--- src/rtl/seg7_pkg.sv ---
// Shared 7-segment definitions for the display driver and the scan capture.
// Patterns are active-low, bit6=g .. bit0=a.
package seg7_pkg;

    localparam logic [6:0] SEG_0     = 7'b1000000;
    localparam logic [6:0] SEG_1     = 7'b1111001;
    localparam logic [6:0] SEG_2     = 7'b0100100;
    localparam logic [6:0] SEG_3     = 7'b0110000;
    localparam logic [6:0] SEG_4     = 7'b0011001;
    localparam logic [6:0] SEG_5     = 7'b0010010;
    localparam logic [6:0] SEG_6     = 7'b0000010;
    localparam logic [6:0] SEG_7     = 7'b1111000;
    localparam logic [6:0] SEG_8     = 7'b0000000;
    localparam logic [6:0] SEG_9     = 7'b0010000;
    localparam logic [6:0] SEG_BLANK = 7'b1111111;

    typedef enum logic {
        TRACK,
        HELD
    } cap_state_e;

endpackage

--- src/rtl/seg7_decode.sv ---
// Inverse of the driver's digit table: segment pattern back to BCD.
// Patterns outside the table are flagged invalid.
module seg7_decode
    import seg7_pkg::*;
(
    input  logic [6:0] pat,
    output logic [3:0] digit,
    output logic       blank,
    output logic       invalid
);

    always_comb begin
        digit   = 4'd0;
        blank   = 1'b0;
        invalid = 1'b0;
        unique case (pat)
            SEG_0:     digit = 4'd0;
            SEG_1:     digit = 4'd1;
            SEG_2:     digit = 4'd2;
            SEG_3:     digit = 4'd3;
            SEG_4:     digit = 4'd4;
            SEG_5:     digit = 4'd5;
            SEG_6:     digit = 4'd6;
            SEG_7:     digit = 4'd7;
            SEG_8:     digit = 4'd8;
            SEG_9:     digit = 4'd9;
            SEG_BLANK: blank = 1'b1;
            default:   invalid = 1'b1;
        endcase
    end

endmodule

--- src/rtl/seg7_scan_capture.sv ---
// Samples a multiplexed active-low 7-segment bus, debounces each
// (seg, an) pair and assembles full frames of decoded BCD digits.
module seg7_scan_capture
    import seg7_pkg::*;
#(
    parameter int NDIG   = 4,
    parameter int STABLE = 4
) (
    input  logic              clk,
    input  logic              rst,
    input  logic [6:0]        seg,
    input  logic [NDIG-1:0]   an,
    output logic [4*NDIG-1:0] bcd,
    output logic [NDIG-1:0]   blank,
    output logic              valid,
    output logic              err
);

    localparam int CW = (STABLE > 1) ? $clog2(STABLE) : 1;
    localparam logic [CW-1:0] LAST = CW'(STABLE - 1);
    localparam logic [NDIG-1:0] ALL = '1;

    logic [6:0]      seg_m, s_seg, prev_seg;
    logic [NDIG-1:0] an_m, s_an, prev_an;

    cap_state_e      state, state_nxt;
    logic [CW-1:0]   cnt, cnt_nxt;
    logic            take;
    logic            changed;

    logic [3:0]      dec_digit;
    logic            dec_blank;
    logic            dec_bad;

    logic [NDIG-1:0]   sel;
    logic              one;
    logic              cap_ok;
    logic              cap_err;
    logic [NDIG-1:0]   mask, mask_nxt;
    logic              full;
    logic [4*NDIG-1:0] slot_bcd, frame_bcd;
    logic [NDIG-1:0]   slot_blk, frame_blk;

    // Idle bus is all ones, so that is the reset value of the sync chain.
    always_ff @(posedge clk or posedge rst) begin
        if (rst) begin
            seg_m    <= '1;
            s_seg    <= '1;
            prev_seg <= '1;
            an_m     <= '1;
            s_an     <= '1;
            prev_an  <= '1;
        end else begin
            seg_m    <= seg;
            s_seg    <= seg_m;
            prev_seg <= s_seg;
            an_m     <= an;
            s_an     <= an_m;
            prev_an  <= s_an;
        end
    end

    assign changed = (s_seg != prev_seg) || (s_an != prev_an);

    always_ff @(posedge clk or posedge rst) begin
        if (rst) begin
            state <= TRACK;
            cnt   <= '0;
        end else begin
            state <= state_nxt;
            cnt   <= cnt_nxt;
        end
    end

    always_comb begin
        state_nxt = state;
        cnt_nxt   = cnt;
        take      = 1'b0;
        if (changed) begin
            state_nxt = TRACK;
            cnt_nxt   = '0;
        end else if (state == TRACK) begin
            if (cnt == LAST) begin
                take      = 1'b1;
                state_nxt = HELD;
            end else begin
                cnt_nxt = cnt + 1'b1;
            end
        end
    end

    seg7_decode u_dec (
        .pat     (s_seg),
        .digit   (dec_digit),
        .blank   (dec_blank),
        .invalid (dec_bad)
    );

    // Idle (no anode) and ghosting (several anodes) are both ignored.
    assign sel     = ~s_an;
    assign one     = $onehot(sel);
    assign cap_ok  = take && one && !dec_bad;
    assign cap_err = take && one && dec_bad;
    assign mask_nxt = mask | sel;
    assign full    = cap_ok && (mask_nxt == ALL);

    always_comb begin
        frame_bcd = slot_bcd;
        frame_blk = slot_blk;
        for (int i = 0; i < NDIG; i++) begin
            if (sel[i]) begin
                frame_bcd[4*i +: 4] = dec_digit;
                frame_blk[i]        = dec_blank;
            end
        end
    end

    always_ff @(posedge clk or posedge rst) begin
        if (rst) begin
            mask     <= '0;
            slot_bcd <= '0;
            slot_blk <= '1;
            bcd      <= '0;
            blank    <= '1;
            valid    <= 1'b0;
            err      <= 1'b0;
        end else begin
            valid <= 1'b0;
            err   <= cap_err;
            if (cap_ok) begin
                slot_bcd <= frame_bcd;
                slot_blk <= frame_blk;
                if (full) begin
                    bcd   <= frame_bcd;
                    blank <= frame_blk;
                    valid <= 1'b1;
                    mask  <= '0;
                end else begin
                    mask <= mask_nxt;
                end
            end
        end
    end

endmodule

--- config.mk ---
export PLATFORM = sky130hd
export DESIGN_NAME = seg7_scan_capture
export DESIGN_NICKNAME = d
export VERILOG_FILES = /design/src/rtl/seg7_pkg.sv /design/src/rtl/seg7_decode.sv /design/src/rtl/seg7_scan_capture.sv
export SDC_FILE = /design/constraint.sdc
export NUM_CORES = 1
export LEC_CHECK = 0
export ABC_AREA = 1
export CAP_MARGIN = 20
export CORE_MARGIN = 2
export CORE_UTILIZATION = 57
export DETAILED_ROUTE_END_ITERATION = 16
export GPL_ROUTABILITY_DRIVEN = 0
export PLACE_DENSITY = 0.8
export SLEW_MARGIN = 20
export SYNTH_ARGS = -nofsm -noshare
export SYNTH_HDL_FRONTEND = slang
export SYNTH_SLANG_ARGS = --single-unit
--- constraint.sdc ---
create_clock -name clk -period 3.04 [get_ports clk]
set_input_delay 0.304 -clock clk [delete_from_list [all_inputs] [get_ports clk]]
set_output_delay 0.304 -clock clk [all_outputs]
set_load 0.005 [all_outputs]
==> impl_metrics.toml <==
[outcome]
status = "finished, final reports clean"

[power_and_ir_drop]
irDropWorstVdd_mv = 0.5512
power_frac_comb = 0.058
seq_power_share = 0.553
net-switching-power_mw = 0.4994
powerDensity_nw_per_um2 = 488.9
p_leak_nw = 2.179
power_report.internal_total_mw = 1.586
swShare = 0.2395
pwr-share-clk = 0.389

[flow_run]
cap_violations = 0

[logic_synthesis]
synthAdderAreaFrac = 0.01589
syn_nets = 417
yosysWarnings = 0
synth-seq-area-share = 0.5807
netlist_area_um2 = 3622
ys_ff_latch = 82
synth_mux_area_frac = 0
synth_top_family_by_area = "simple AND/OR/NAND/NOR gates"
synth-xor-area-share = 0.01451
syn_inst = 400
synth_cell_type_count = 24
synth_compound_area_frac = 0.03454
avgSynthCellArea_um2 = 9.056
synthSimpleGateAreaFrac = 0.3040

[route]
drt-initial-drc-count = 233
viasPerCell = 5.246
num_vias = 2749
wl_per_cell_um = 13.67
drc = 0
ant_nets = 0
dr.pass1.iters = 5
routed_wl_mm = 7.165

[worst_setup_path]
worst_path_most_repeated_cell = "ha_1"
r2r_cells = 10
cp.required_ns = 3.35
slowest_delay_ns = 0.63
path_class = "flop to flop"
critical_path.top_delay_family = "simple AND/OR/NAND/NOR gates"
cp.depth = 10
crit_path_cell_trace = "fa_1 > inv_1 > ha_1 > ha_1 > nor3b_2 > nand4_4 > nor2_8 > buf_12 > nand3_1 > nand2_1"
end_kind = "flop"
arrival_ns = 3.07
critPathLaunchType = "flop"
crit_path_top_delay_cell = "dfstp_2"
critPathMaxFanout = 29
cp.buffers_inverters = 2

[final_layout]
final_area_um2 = 4265
layout_common_cells = "164 x nand2_1, 41 x dfstp_2, 41 x dfrtp_1, 34 x nand3_1, 34 x clkdlybuf4s50_1"
drive_above_1_share = 0.1969
final_common_cell = "nand2_1"
areaGrowthSynthToFinish_pct = 17.75
fill_cells = 494
instances_no_fill = 524
diodes = 0
fin_nets = 459

[clocking]
root_buffer = "clkbuf_8"
cts_max_path_buffers = 2
clock_sinks = 82
cts_made_buffers = 9
cts_resized = 0
cts_setup_buffers = 0
htreeDepth = 3
clkLatencyLatePin_ns = 0.36
cts_hold_buf = 0
cts_tree = "built"
clk_pin_slew_ns = 0.08

[sta]
skew_ns = 0.01037
period_needed_ns = 2.764
fmax_mhz = 361.8
worst_pin_slew_ns = 0.6995
final_hold_viol_count = 0
slew_headroom = 0.5332
fin_setup_tns_ns = 0
finalMaxSlewViolations = 0
rsz0062_at_grt = "no"
setup_viol = 0
fin_crit_sh = 0.9093

[grt]
antenna_found_initial = 0
grt_pass1_wl_mm = 12.28
grt_util_all_layers = 0.2243
grt_pass1_vias = 2689
grt_overflow = 0
grt_max_degree = 30

[floorplan]
die_h_um = 83.72
core_um2 = 6241
ioPinCount = 35
row_count = 29
start_util = 0.5804
dieArea_um2 = 7008
fp.dieW_um = 83.72

[placed_design]
placed_cells = 508
io_buffers = 34
place_area_um2 = 4059
place_hpwl_mm = 4.878

[worst_hold_path]
hold_class = "input pin to asynchronous set/reset pin"
## cell type report
class / count / area (um^2) / area share
inverters: 30 / 112.6 / 0.02640
repair buffers: 40 / 410.4 / 0.09622
well taps: 77 / 96.34 / 0.02259
flip-flops and latches: 82 / 2103 / 0.4931
clock buffers: 11 / 141.4 / 0.03315
multi-input cells: 279 / 1341 / 0.3145
clock inverters: 5 / 60.06 / 0.01408
## stage by stage
step | total power [mW] | worst slack [ns] | utilization | hold WS [ns]
2_1_floorplan | 1.245 | 0.4627 | - | 0.3085
3_3_place_gp | 1.285 | 0.2541 | 0.6504 | 0.3454
3_5_place_dp | 1.292 | 0.1771 | 0.6504 | 0.3468
4_1_cts | 2.106 | 0.1489 | 0.6826 | 0.2895
5_1_grt | 2.166 | 0.08093 | 0.6834 | 0.3287
6_report | 2.085 | 0.2758 | 0.6834 | 0.2904
## state kept, by name, indices dropped and copies added (netlist names), 7 cells and up
register	flops
s_seg	7
seg_m	7
bcd	16
slot_bcd	16
prev_seg	7
## power groups by stage
stage               registers (mW)  logic [mW]  clock network [mW]
detailed placement            1.17       0.120                   0
CTS                           1.15       0.121               0.832
floorplan                     1.17      0.0782                   0
finish                        1.15       0.121               0.811
global route                  1.16       0.138               0.870
global placement              1.17       0.115                   0
## final timing paths
kind                           from          end  slack [ns]
max                         s_an[1]     blank[0]        0.28
min                             rst  slot_bcd[7]        0.29
max reg2reg                 s_an[1]     blank[0]        0.28
min reg2reg                seg_m[3]     s_seg[3]        0.36
max in group asynchronous       rst     s_seg[5]        2.08
min in group clk             seg[2]     seg_m[2]        0.34
## cells by family after synthesis
logic type / count (synthesis)
simple gates: 246
flops: 82
buf+inv: 39
compound gates: 23
xor+xnor: 6
fa+ha+maj: 4
## metal layers
| metal | vias to the layer above | track usage | part of all wire |
|---|---|---|---|
| met5 | - | 0 | 0 |
| met2 | 100 | 0.3513 | 0.49 |
| li1 | 1339 | - | - |
| met1 | 1295 | 0.2905 | 0.43 |
| met4 | 0 | 0.1026 | 0.018 |
| met3 | 15 | 0.06528 | 0.060 |
## Yosys cell counts, drive strengths merged
library cell  instances  area, um^2
a21oi                 2       10.01
a31oi                 8       50.05
buf                   9       70.06
dfrtp                41        1026
dfstp                41        1077
fa                    1       20.02
ha                    3       37.54
inv                  30       112.6
nand2               166       628.1
nand3                35       187.7
nand4                 3       33.78
nor2                 40       239.0
nor3                  1       5.000
nor3b                 1       7.510
o21ai                13       65.06
xnor2                 6       52.55
## worst register-to-register path, delay by kind of cell (launching register included)
family	cells	cell delay, ns
simple gates	5	1.00
buf+inv	2	0.27
flops	1	0.63
fa+ha+maj	3	0.81
No activity file was read; power rests on OpenSTA's default activity.
